## config.mk

```make
export PLATFORM = sky130hd
export DESIGN_NAME = fetch_unit
export DESIGN_NICKNAME = d
export VERILOG_FILES = /design/src/rtl/riscv_pkg.sv /design/src/rtl/fetch_fifo.sv /design/src/rtl/fetch_unit.sv
export SDC_FILE = /design/constraint.sdc
export NUM_CORES = 1
export LEC_CHECK = 0
export ABC_AREA = 1
export CORE_ASPECT_RATIO = 0.8
export CORE_MARGIN = 4
export CORE_UTILIZATION = 30
export DETAILED_ROUTE_END_ITERATION = 8
export PLACE_DENSITY = 0.49
export SYNTH_ARGS = -nofsm -noshare
export SYNTH_HDL_FRONTEND = slang
export SYNTH_SLANG_ARGS = --single-unit
```

## constraint.sdc

```tcl
create_clock -name clk -period 2.8 [get_ports clk]
set_input_delay 0.7 -clock clk [delete_from_list [all_inputs] [get_ports clk]]
set_output_delay 0.7 -clock clk [all_outputs]
set_load 0.05 [all_outputs]
```

## src/rtl/riscv_pkg.sv

```systemverilog
// Shared RV32 core constants: fetch-stage defaults and canonical encodings.
package riscv_pkg;

   localparam int          PC_SIZE_DEFAULT     = 32;
   localparam logic [31:0] RESET_PC_DEFAULT    = 32'h0000_0000;
   localparam int          FETCH_DEPTH_DEFAULT = 2;
   localparam int          INSTR_W             = 32;
   localparam logic [31:0] NOP_INSTR           = 32'h0000_0013;

endpackage

```

## src/rtl/fetch_fifo.sv

```systemverilog
// Small synchronous FIFO with flush, used for both the in-flight PC queue
// and the decoded-instruction buffer of the fetch stage.
module fetch_fifo #(
   parameter int WIDTH = 32,
   parameter int DEPTH = 2
) (
   input  logic                         clk,
   input  logic                         rst_n,
   input  logic                         push,
   input  logic [WIDTH-1:0]             push_data,
   input  logic                         pop,
   input  logic                         flush,
   output logic [WIDTH-1:0]             head_data,
   output logic [$clog2(DEPTH+1)-1:0]   count
);

   localparam int CNT_W = $clog2(DEPTH + 1);
   localparam int PTR_W = (DEPTH > 1) ? $clog2(DEPTH) : 1;

   logic [WIDTH-1:0] mem [DEPTH];
   logic [PTR_W-1:0] wr_ptr;
   logic [PTR_W-1:0] rd_ptr;
   logic             do_push;
   logic             do_pop;

   function automatic logic [PTR_W-1:0] next_ptr(input logic [PTR_W-1:0] ptr);
      return (ptr == PTR_W'(DEPTH - 1)) ? '0 : ptr + PTR_W'(1);
   endfunction

   assign do_push   = push & (count != CNT_W'(DEPTH));
   assign do_pop    = pop & (count != '0);
   assign head_data = mem[rd_ptr];

   // Storage is cleared on reset so the head reads as zero until the first push.
   always_ff @(posedge clk or negedge rst_n) begin
      if (!rst_n) begin
         for (int i = 0; i < DEPTH; i++) begin
            mem[i] <= '0;
         end
         wr_ptr <= '0;
         rd_ptr <= '0;
         count  <= '0;
      end else if (flush) begin
         wr_ptr <= '0;
         rd_ptr <= '0;
         count  <= '0;
      end else begin
         if (do_push) begin
            mem[wr_ptr] <= push_data;
            wr_ptr      <= next_ptr(wr_ptr);
         end
         if (do_pop) begin
            rd_ptr <= next_ptr(rd_ptr);
         end
         if (do_push && !do_pop) begin
            count <= count + CNT_W'(1);
         end else if (do_pop && !do_push) begin
            count <= count - CNT_W'(1);
         end
      end
   end

endmodule

```

## src/rtl/fetch_unit.sv

```systemverilog
// Instruction fetch stage: credit-limited request issue, in-order response
// pairing with an in-flight PC queue, and stale-response dropping on redirect.
module fetch_unit
   import riscv_pkg::*;
#(
   parameter int                 PC_Size     = PC_SIZE_DEFAULT,
   parameter logic [PC_Size-1:0] RESET_PC    = PC_Size'(RESET_PC_DEFAULT),
   parameter int                 FETCH_DEPTH = FETCH_DEPTH_DEFAULT
) (
   input  logic               clk,
   input  logic               rst_n,
   input  logic               redirect_valid,
   input  logic [PC_Size-1:0] redirect_pc,
   output logic               imem_req_valid,
   input  logic               imem_req_ready,
   output logic [PC_Size-1:0] imem_req_addr,
   input  logic               imem_rsp_valid,
   input  logic [31:0]        imem_rsp_data,
   output logic               if_valid,
   input  logic               if_ready,
   output logic [PC_Size-1:0] if_pc,
   output logic [31:0]        if_instr
);

   localparam int               CNT_W     = $clog2(FETCH_DEPTH + 1);
   localparam int               BUF_W     = PC_Size + INSTR_W;
   localparam logic [CNT_W:0]   DEPTH_LIM = (CNT_W + 1)'(FETCH_DEPTH);

   logic [PC_Size-1:0] fetch_pc;
   logic               req_valid_q;
   logic [CNT_W-1:0]   q_count;
   logic [CNT_W-1:0]   b_count;
   logic [CNT_W-1:0]   drop_cnt;
   logic [CNT_W-1:0]   q_next;
   logic [CNT_W-1:0]   b_next;
   logic [PC_Size-1:0] q_head_pc;
   logic [BUF_W-1:0]   b_head;
   logic               req_fire;
   logic               rsp_take;
   logic               rsp_keep;
   logic               if_fire;
   logic               redirect_lsb_unused;

   assign req_fire = req_valid_q & imem_req_ready;
   assign rsp_take = imem_rsp_valid & (q_count != '0);
   assign rsp_keep = rsp_take & ~redirect_valid & (drop_cnt == '0);
   assign if_fire  = if_valid & if_ready;

   assign redirect_lsb_unused = ^redirect_pc[1:0];

   assign imem_req_valid = req_valid_q;
   assign imem_req_addr  = fetch_pc;
   assign if_valid       = (b_count != '0);
   assign if_pc          = b_head[BUF_W-1 -: PC_Size];
   assign if_instr       = b_head[INSTR_W-1:0];

   // Occupancy after this edge; the request credit is derived from these so it
   // never borrows from a pop happening in the same cycle.
   always_comb begin
      q_next = q_count;
      if (req_fire) q_next = q_next + CNT_W'(1);
      if (rsp_take) q_next = q_next - CNT_W'(1);
      b_next = b_count;
      if (rsp_keep) b_next = b_next + CNT_W'(1);
      if (if_fire)  b_next = b_next - CNT_W'(1);
      if (redirect_valid) b_next = '0;
   end

   // Every entry left in the PC queue after a redirect is stale, including one
   // handshaked in the redirect cycle itself.
   always_ff @(posedge clk or negedge rst_n) begin
      if (!rst_n) begin
         fetch_pc    <= RESET_PC;
         req_valid_q <= 1'b0;
         drop_cnt    <= '0;
      end else begin
         req_valid_q <= ({1'b0, q_next} + {1'b0, b_next}) < DEPTH_LIM;
         if (redirect_valid) begin
            fetch_pc <= {redirect_pc[PC_Size-1:2], 2'b00};
         end else if (req_fire) begin
            fetch_pc <= fetch_pc + PC_Size'(4);
         end
         if (redirect_valid) begin
            drop_cnt <= q_next;
         end else if (rsp_take && (drop_cnt != '0)) begin
            drop_cnt <= drop_cnt - CNT_W'(1);
         end
      end
   end

   fetch_fifo #(
      .WIDTH (PC_Size),
      .DEPTH (FETCH_DEPTH)
   ) u_pc_queue (
      .clk       (clk),
      .rst_n     (rst_n),
      .push      (req_fire),
      .push_data (fetch_pc),
      .pop       (rsp_take),
      .flush     (1'b0),
      .head_data (q_head_pc),
      .count     (q_count)
   );

   fetch_fifo #(
      .WIDTH (BUF_W),
      .DEPTH (FETCH_DEPTH)
   ) u_if_buffer (
      .clk       (clk),
      .rst_n     (rst_n),
      .push      (rsp_keep),
      .push_data ({q_head_pc, imem_rsp_data}),
      .pop       (if_fire),
      .flush     (redirect_valid),
      .head_data (b_head),
      .count     (b_count)
   );

   rsp_needs_outstanding: assert property (
      @(posedge clk) disable iff (!rst_n) imem_rsp_valid |-> (q_count != '0)
   );

endmodule

```

==> impl_results.md <==
- Status: finished clean
- WL met2: 12400 um
- Crit path largest cell delay: 550 ps
- Crit share post-route: 96.4%
- DR iter-0 viols: 579
- Int Power: 8900 uW
- Global-route wire length before repair: 48700 um
- # Max-Cap Violations: 0
- Final wirelength: 30400 um
- Setup Skew: 8.31 ps
- Routed met1 length: roughly 16000 um
- Lkg Pwr: between 0.006 and 0.007 uW
- Clock slew at reported path FFs: 60 ps
- FMAX: 0.370 GHz
- Crit path required time: 2100 ps
- Power share of the combinational group: 45.6%
- Maximum buffer depth of the clock tree: 3
- DR vias: approximately 9000
- Clock share of power: 21.5%
- IO Pins: 168
- Worst path slowest cell: dfrtp_2
- Placed Cells: 2022
- Simple-gate area share of the yosys netlist: 26.7%
- Switch Pwr: 6650 uW
- Top Metal Used: met4
- Worst r2r src: u_pc_queue.count[0]
- Synth Area in XOR/XNOR: less than 1%
- Kind of critical path: reg2out
- Maximum VDD drop: 874 uV
- Switch share: 42.8%
- Fin cells: 2070
- Setup violations, final: 0
- Most common cell after layout, fill and taps aside: nand2_1
- Final nets: between 1500 and 2000
- Final HPWL from detailed placement: approximately 21000 um
- Root buf cell: clkbuf_16
- Max-slew headroom: around 48%
- Core Box Area: between 30000 and 40000 um^2
- Initial DRT Pass Iterations: 4
- Layout cell share with drive strength beyond 1: between 10% and 20%
- Design area: 14100 um^2
- Number of vias per cell: approximately 4.4
- Chip height: 178 um
- Port Buffers: roughly 160
- Sequential power share: 33.0%
- Worst skew pair latency: 530 ps
- Total gr overflow: 0
- RSZ-0062 raised after global routing: false
- Synthesis-to-finish area growth: 30.0%
- CP Cell Sequence: buf_12 -> o21ai_0 -> buf_12
- Largest family of logic cells by synthesized area: simple AND/OR/NAND/NOR gates
- Period minus WS final: 2700 ps
- Clk sinks: 225
- Metal3 WL: between 1000 and 1500 um
- Syn_area_per_cell: 7.63 um^2
- Critical Path End Type: primary output
- Netlist cell types: 32
- Pwr per Cell Area: around 1100 nW/um^2
- Yosys Warn Count: 0
- Antenna violations before repair: 0
- Initial Utilization: 30.3%
- Num CTS Buffers: 26
- Die width: 221 um
- CP max FO: 44
- Post-Place Cell Area: 13300 um^2
- Vias in the first global route: 8762
- Worst min path class: in2async
- Fin Setup TNS: 0 ps
- Fillers: 3744
- Final RePlAce weighted congestion: roughly 0.84
- Crit path launch type: flop
- Post-Synth Adder-Cell Area: 0.991%
- Minimum hold slack: approximately 140 ps
- Final ANT Viol Nets: 0
- Compound-cell area share of the yosys netlist: between 10% and 20%
- Largest net degree at the start of global routing: roughly 70
- Mux contribution to synthesized area: 0%
- Commonest cells after routing, fill and taps aside: nand2_1, dfrtp_1, o21ai_0
- CTS tree: built
- Mapped Area: 10900 um^2
- Sequential share of the synthesized area: 51.9%
- Worst setup path startpoint: u_if_buffer.rd_ptr
- Critical path's most frequent cell: buf_12
- Pins Over Slew Limit: 0
- All-Layer GR Usage: roughly 15%
- N_diodes: 0
- Total power: 15500 uW
- WP data arrival: 2000 ps
- DR WL/cell: 14.7 um
- Synthesis-stage register bit count: 225
- Die ar.: 39300 um^2
- Final Hold Viols: 0
- Slew @ Worst Pin: 770 ps
- Post-Syn Instances: 1423
- Rows: 62
- H-tree depth: 1
- DRC: 0
-- power groups by stage --
stage,Sequential [uW],Combinational [uW],Clock [uW]
floorplan,5330,4240,0
global placement,5150,7120,0
detailed placement,5170,7180,0
CTS,5120,7200,3460
global route,5280,7770,3610
finish,5120,7090,3340
-- state kept, by name, indices dropped and copies added (netlist names) --
| name | count |
|---|---|
| drop_cnt | 2 |
| imem_req_addr | 30 |
| u_pc_queue.wr_ptr | 1 |
| u_if_buffer.wr_ptr | 1 |
| u_pc_queue.count | 2 |
| u_if_buffer.mem | 124 |
| u_if_buffer.rd_ptr | 1 |
| u_if_buffer.count | 2 |
| imem_req_valid | 1 |
| u_pc_queue.mem | 60 |
| u_pc_queue.rd_ptr | 1 |
-- synth_stat cells --
cell type	instances	area share, %
o221ai_1	2	0.16
nand2_1	629	22
a21oi_1	3	0.14
a31oi_1	1	0.058
ha_1	7	0.81
nand4_1	3	0.17
clkbuf_1	38	1.3
buf_1	3	0.10
nand3_1	57	2.6
o211ai_1	2	0.14
inv_2	2	0.069
conb_1	1	0.035
and2_1	2	0.12
o21ai_2	23	1.9
buf_6	7	0.73
buf_4	4	0.28
clkinv_1	2	0.069
nor2_4	1	0.10
nand2_2	3	0.17
o21ai_0	168	7.7
nor3_4	1	0.15
nor2_1	44	1.5
xnor2_1	1	0.081
o21ai_1	22	1.0
or2_1	1	0.058
xor2_1	10	0.81
dfrtp_1	225	52
fa_1	1	0.18
nor2_2	1	0.058
o21bai_1	3	0.21
inv_1	137	4.7
buf_2	19	0.88
-- critical path: cells and delay by family, from the launching register on --
family          cells  cell delay (ps)
buf+inv             2              450
flops               1              550
compound gates      1              450
-- repair_timing --
item                       in CTS  in global routing
hold buffers                    0                  0
gates resized for setup         1                  2
gates cloned                    0                  0
pin swaps                       0                  0
setup buffers                   0                  0
setup endpoints to repair       1                 22
-- path summary, 6_finish.rpt --
check	end	depth (start not counted)	slack (ps)
worst max-delay path	if_pc[16]	3	100
worst min-delay path	u_if_buffer.mem[78]	1	140
worst max register to register	imem_req_valid	13	670
worst min register to register	u_if_buffer.mem[54]	2	480
max in group asynchronous	u_pc_queue.mem[58]	2	1890
min in group clk	u_if_buffer.mem[54]	2	480
-- routing by layer --
metal | track usage (%) | vias up
li1 | - | 4712
met1 | 24.6 | 4258
met2 | 21.6 | 182
met3 | 3.00 | 38
met4 | 3.09 | 0
met5 | 0 | -
-- logic make-up (layout without fill, tap and decap cells) --
kind of cell,count (synthesis),count (layout)
xor gates and xnor gates,11,11
and+or+nand+nor,742,742
buffers and inverters,212,376
DFF,225,225
adders and majority gates,8,8
other,1,4
AOI/OAI and AO/OA,224,224
-- stage by stage --
step / setup WS, ps / utilization (%)
final: 100 / 39.4
after global routing: 1.69 / 39.4
after CTS: 43.7 / 39.4
after detailed placement: 56.9 / 37.0
after global placement: 72.0 / 37.0
after floorplan: 248 / -
-- area by class of cell --
cell class	count	area, um^2	share of cell area (%)
repair buffers	187	2150	15.2
clock inverters	10	81.3	0.576
multi-input cells	989	4360	30.9
clock buffers	38	757	5.36
inverters	141	529	3.75
flip-flops and latches	225	5630	39.9
well taps	480	601	4.26
Power figures use the tool's default switching activity.
